[config.mk]
export PLATFORM = sky130hd
export DESIGN_NAME = sum_accumulator
export DESIGN_NICKNAME = d
export VERILOG_FILES = /design/src/rtl/sum_accumulator.sv
export SDC_FILE = /design/constraint.sdc
export NUM_CORES = 1
export LEC_CHECK = 0
export BUFFER_PORTS_ARGS = -buffer_cell sky130_fd_sc_hd__buf_2
export CORE_MARGIN = 2
export CORE_UTILIZATION = 44
export DETAILED_ROUTE_END_ITERATION = 7
export GPL_ROUTABILITY_DRIVEN = 0
export PLACE_DENSITY_LB_ADDON = 0.2
export SYNTH_ARGS = -nofsm -noshare
export SYNTH_HDL_FRONTEND = slang
export SYNTH_SLANG_ARGS = --single-unit
[constraint.sdc]
create_clock -name clk -period 1.56 [get_ports clk]
set_input_delay 0.078 -clock clk [delete_from_list [all_inputs] [get_ports clk]]
set_output_delay 0.078 -clock clk [all_outputs]
set_load 0.005 [all_outputs]
[src/rtl/sum_accumulator.sv]
// Accumulates bursts of 4-bit {carry, result} samples from the 3-operand adder
// and hands the total, the sample count and a sticky overflow flag downstream.
module sum_accumulator #(
    parameter int COUNT = 4,
    parameter int W_ACC = 8,
    parameter int W_CNT = 3
) (
    input  logic             clk,
    input  logic             rst,
    input  logic             in_valid,
    output logic             in_ready,
    input  logic [2:0]       in_result,
    input  logic             in_carry,
    input  logic             flush,
    output logic             out_valid,
    input  logic             out_ready,
    output logic [W_ACC-1:0] out_sum,
    output logic [W_CNT-1:0] out_count,
    output logic             out_overflow,
    output logic             busy
);

    typedef enum logic [1:0] {
        IDLE  = 2'd0,
        ACCUM = 2'd1,
        HOLD  = 2'd2
    } state_t;

    localparam logic [W_CNT-1:0] COUNT_L = W_CNT'(COUNT);

    state_t           state_q, state_d;
    logic [W_ACC-1:0] acc_q, acc_d;
    logic [W_CNT-1:0] cnt_q, cnt_d;
    logic             ovf_q, ovf_d;
    logic             accept;
    logic [W_ACC:0]   sum_ext;

    // Returns {carry_out, acc + sample} so the carry feeds the sticky flag.
    function automatic logic [W_ACC:0] add_sample(input logic [W_ACC-1:0] a,
                                                  input logic [3:0]       s);
        return {1'b0, a} + {{(W_ACC-3){1'b0}}, s};
    endfunction

    assign accept  = in_valid && (state_q != HOLD);
    assign sum_ext = add_sample(acc_q, {in_carry, in_result});

    always_comb begin
        state_d = state_q;
        acc_d   = acc_q;
        cnt_d   = cnt_q;
        ovf_d   = ovf_q;
        unique case (state_q)
            IDLE: begin
                // flush is deliberately ignored here: an empty burst is never emitted
                if (accept) begin
                    acc_d   = sum_ext[W_ACC-1:0];
                    cnt_d   = W_CNT'(1);
                    ovf_d   = sum_ext[W_ACC];
                    state_d = (COUNT_L == W_CNT'(1)) ? HOLD : ACCUM;
                end
            end
            ACCUM: begin
                if (accept) begin
                    acc_d = sum_ext[W_ACC-1:0];
                    cnt_d = cnt_q + W_CNT'(1);
                    ovf_d = ovf_q | sum_ext[W_ACC];
                end
                if (flush || (cnt_d == COUNT_L)) begin
                    state_d = HOLD;
                end
            end
            HOLD: begin
                if (out_ready) begin
                    state_d = IDLE;
                    acc_d   = '0;
                    cnt_d   = '0;
                    ovf_d   = 1'b0;
                end
            end
            default: begin
                state_d = IDLE;
                acc_d   = '0;
                cnt_d   = '0;
                ovf_d   = 1'b0;
            end
        endcase
    end

    always_ff @(posedge clk) begin
        if (rst) begin
            state_q <= IDLE;
            acc_q   <= '0;
            cnt_q   <= '0;
            ovf_q   <= 1'b0;
        end else begin
            state_q <= state_d;
            acc_q   <= acc_d;
            cnt_q   <= cnt_d;
            ovf_q   <= ovf_d;
        end
    end

    // Outputs decode registered state only; nothing combinational from inputs.
    assign in_ready     = (state_q != HOLD);
    assign out_valid    = (state_q == HOLD);
    assign busy         = (state_q != IDLE);
    assign out_sum      = acc_q;
    assign out_count    = cnt_q;
    assign out_overflow = ovf_q;

endmodule

# Word level (Yosys, flattened, before mapping)
# Index checks and enable logic that the tools add are counted.
[word_totals]
regBits = 14
inputBits = 9
out_inout_bits = 15
[classes]
n_addsub = 2
eq_ne = 9
n_mux = 16
bitwise_logic = 1
reduce_logical = 9
[ops]
columns = ["op", "count"]
rows = [
  ["$mux W8", 2],
  ["$pmux W8 S2", 1],
  ["$mux W3", 4],
  ["$add A8 B4 Y9", 1],
  ["$pmux W3 S3", 1],
  ["$ne A2 B2 Y1 const B", 4],
  ["$mux W2", 3],
  ["$pmux W2 S3", 1],
  ["$reduce_and A3 Y1", 2],
  ["$ne A2 B1 Y1 const B", 2],
  ["$reduce_and A2 Y1", 2],
  ["$add A3 B1 Y3 const B", 1],
  ["$eq A3 B3 Y1 const B", 1],
  ["$mux W1", 3],
  ["$pmux W1 S3", 1],
  ["$eq A2 B1 Y1 const B", 1],
  ["$eq A2 B2 Y1 const B", 1],
  ["$logic_not A2 Y1", 1],
  ["$reduce_bool A2 Y1", 1],
  ["$reduce_or A2 Y1", 1],
  ["$logic_and A1 B1 Y1", 1],
  ["$logic_or A1 B1 Y1", 1],
  ["$or A1 B1 Y1", 1],
]

# Logic depth before layout (Yosys ltp)
[depth]
word_depth = 8
mapped_depth = 7

# Worst setup path after synthesis
# Ideal clock, no wire load.
[synth_path]
path_kind = "reg-to-reg"
from = "register acc_q[0], in the netlist out_sum[0]"
to = "register acc_q[6], in the netlist out_sum[6]"
setup_time_ps = 116
arrival_ps = 1590
required_time_ps = 1444
slack_ps = -146
stages_incl_launch_ff = 8
n_path_buf = 0
synth_period_minus_slack_ps = 1706
path_cell_list = "dfxtp_1 ha_1 fa_1 a21o_1 a21oi_1 nand2b_1 xor2_1 nor2_1"
[synth_via]
elab_chain_cells = 3
[synth_rtl]
columns = ["item", "line", "text"]
rows = [
  ["start, declared", "32", "logic [W_ACC-1:0] acc_q, acc_d;"],
  ["start signal, assigned", "92", "acc_q <= '0;"],
  ["start signal, assigned", "97", "acc_q <= acc_d;"],
  ["$add A8 B4 Y9", "41", "return {1'b0, a} + {{(W_ACC-3){1'b0}}, s};"],
  ["$mux W8", "55, 63", ""],
  ["$pmux W8 S2", "52", "unique case (state_q)"],
]
# No other way between the ends. The select of a mux whose other input is x is not followed.
# A chain may end at the register's enable or synchronous reset.

# Worst setup path in the final report
# Ends and elaborated chain as after synthesis.

==> impl_metrics.csv <==
group,metric,value,unit
critical_path,reg2reg_to,"out_sum[6]",
placement,portBuffers,23,
global_route,global_route.overflow_total,0,
sta,tightest_slew,0.306,ns
cells_and_area,area_growth,33.0,%
clock_tree,cts_tree,"done",
cells_and_area,diodes,0,
clock_tree,cts_sinks,14,
synthesis,synth_cell_types,28,
pwr,total_power,879,µW
sta,worst_clock_skew,0.00272,ns
clock_tree,cts_inserted_buffers,3,
critical_path,startpoint_type,"register",
synthesis,ys_seq_elements,14,
sta,slew_viol_final,0,
synthesis,yosys.area.top_type,"dfxtp_1",
route,drtIter0Drc,14,
route,wl,1890,µm
cells_and_area,final_cell_mix,"23 x buf_2, 13 x nor2_1, 12 x dfxtp_1",
global_route,grt_pass1_wl,3020,µm
critical_path,slowest_delay,0.34,ns
placement,hpwlAfterDp,1370,µm
synthesis,yosys_warnings,0,
sta,hold_viol,0,
synthesis,syn_nets,116,
sta,fin_setup_tns,-0.0681,ns
clock_tree,clk_pin_slew,0.09,ns
placement,post-place-ws,-0.0736,ns
global_route,antenna_found_initial,0,
route,drtPass1Iterations,4,
route,wl_per_cell,12.2,µm
critical_path,r2r_start,"out_sum[0]",
synthesis,syn_inst,101,
critical_path,cp.depth,7,
critical_path,reg2reg_depth,7,
critical_path,setup.worst_path.end_class,"register",
sta,max_slew_margin,0.796,
critical_path,cp.arrival,1.80,ns
clock_tree,htree_levels,1,
sta,rsz0062_at_grt,"yes",
pwr,vdd_drop_max,0.000479,V
floorplan,rows,15,
sta,fin_ws,-0.0635,ns
critical_path,rrSetupSlack,-0.06,ns
floorplan,die-height,47.2,µm
cells_and_area,final_common_cell,"buf_2",
cells_and_area,fin_nets,146,
sta,final-setup-viol-count,2,
critical_path,critPathKind,"register to register",
route,remaining_drc_errors,0,
synthesis,synth_edf_count,0,
synthesis,syn_area,820,µm²
route,viasPerCell,5.25,
synthesis,synth.top_cell.area_share,0.342,
critical_path,crit_slowest_cell,"dfxtp_2",
route,ant_nets,0,
cells_and_area,fin_util,0.624,
clock_tree,clockRootBuffer,"clkbuf_4",
outcome,violations,"negative setup slack",
sta,post-route-min-period,1.62,ns
pwr,powerDensity,807,nW/µm²
floorplan,coreArea,1750,µm²
floorplan,die_area,2220,µm²
sta,period_share,1.04,
route,num_vias,814,
clock_tree,clock_latency,0.28,ns
global_route,grt_pass1_vias,739,
critical_path,cp_max_fo,3,
sta,max_freq,0.616,GHz
critical_path,critPathLaunch,"out_sum[0]",
synthesis,synth_ff_type,"dfxtp_1",
cells_and_area,drive_above_1_share,0.362,
critical_path,cp-endpoint,"out_sum[6]",
pwr,leakage,0.000495,µW
run,maxCapViolations,0,
synthesis,syn_area_per_cell,8.11,µm²
synthesis,async_flop_share,0,
global_route,track_usage,0.190,
critical_path,critPathRequiredTime,1.74,ns
global_route,grt_start_max_net_pins,13,
hold_path,hold_class,"primary input to register",
critical_path,crit_family,"adder cells",
synthesis,synth_area_leaders,"dfxtp_1 34%, ha_1 7.6%, a21oi_1 6.7%",
floorplan,die_w,47.2,µm
clock_tree,clockBufferDepth,2,
synthesis,ys_seq_area_frac,0.342,
critical_path,crit_chain,"ha_4 > fa_2 > a21o_1 > a21oi_2 > nand2b_4 > xor2_1 > nor2_1",
critical_path,worst-path-buf-inv,0,
floorplan,start_util,0.470,
outcome,status,"complete, but fails checks",
floorplan,pin_count,24,
cell type report:
class | count | area (µm²)
fill | 182 | 656
multi-input combinational | 79 | 561
sequential | 14 | 283
timing repair buffer | 30 | 168
clock buffer | 4 | 36.3
tap | 25 | 31.3
inverter | 3 | 11.3
worst register-to-register path, stage by stage, from the launching register on:
cell and delay, ns:
dfxtp_2 0.34, ha_4 0.16, fa_2 0.35, a21o_1 0.20, a21oi_2 0.15, nand2b_4 0.15, xor2_1 0.14, nor2_1 0.05
metrics by stage:
stage | area [µm²] | instances | hold WS (ns)
finish | 1090 | 155 | 0.118
global route | 1090 | 155 | 0.131
CTS | 1040 | 154 | 0.115
detailed placement | 1010 | 150 | 0.405
global placement | 1010 | 150 | 0.406
floorplan | 836 | 101 | 0.277
cells by family (layout without fill, tap and decap cells):
logic type               Yosys count  count (layout)  share of synthesized area
AO/OA/AOI/OAI                     31              31                      0.234
XOR/XNOR                           5               5                     0.0534
AND/OR/NAND/NOR                   37              37                      0.234
flip-flops                        14              14                      0.342
buffers and inverters              8              37                     0.0366
adder cells (fa/ha/maj)            6               6                      0.101
how the worst min path moves through the flow:
stage	startpoint	endpoint	slack (ns)	cells past startpoint
finish	rst	out_sum[1]	0.12	2
global route	flush	state_q[0]	0.13	3
CTS	rst	out_count[2]	0.12	2
detailed placement	rst	out_sum[3]	0.40	2
global placement	rst	out_count[2]	0.41	2
floorplan	rst	state_q[0]	0.28	3
synth_stat cells (all sizes together) (2+ instances only):
| cell | instances |
|---|---|
| dfxtp | 14 |
| a21oi | 11 |
| ha | 5 |
| a211oi | 4 |
| nor2 | 14 |
| clkbuf | 5 |
| inv | 3 |
| nand3 | 4 |
| nor3 | 4 |
| or2 | 2 |
| nand2 | 4 |
| nand2b | 5 |
| xor2 | 4 |
| o21ai | 6 |
| a21o | 2 |
| nand3b | 2 |
| o211ai | 2 |
report_power, final:
group	switching [µW]	internal [µW]
logic	109	108
registers	21.9	378
clock network	120	142
total	251	628
registers in the layout, indices dropped and copies added, names as in the netlist:
| name | count |
|---|---|
| out_overflow | 1 |
| out_count | 3 |
| out_sum | 8 |
| state_q | 2 |
what timing repair did:
item,4_1_cts,5_1_grt
setup buffers,0,1
pin swaps,0,4
resized for setup,0,8
endpoints found under the setup margin,1,4
hold buffers,0,0
metal layers:
| metal | part of all wire | track usage | up-vias |
|---|---|---|---|
| met4 | 0.0063 | 0.0833 | 0 |
| met2 | 0.47 | 0.315 | 12 |
| met1 | 0.49 | 0.246 | 380 |
| met5 | 0 | 0 | - |
| li1 | - | - | 420 |
| met3 | 0.030 | 0.0231 | 2 |
No activity file was read; power rests on OpenSTA's default activity.
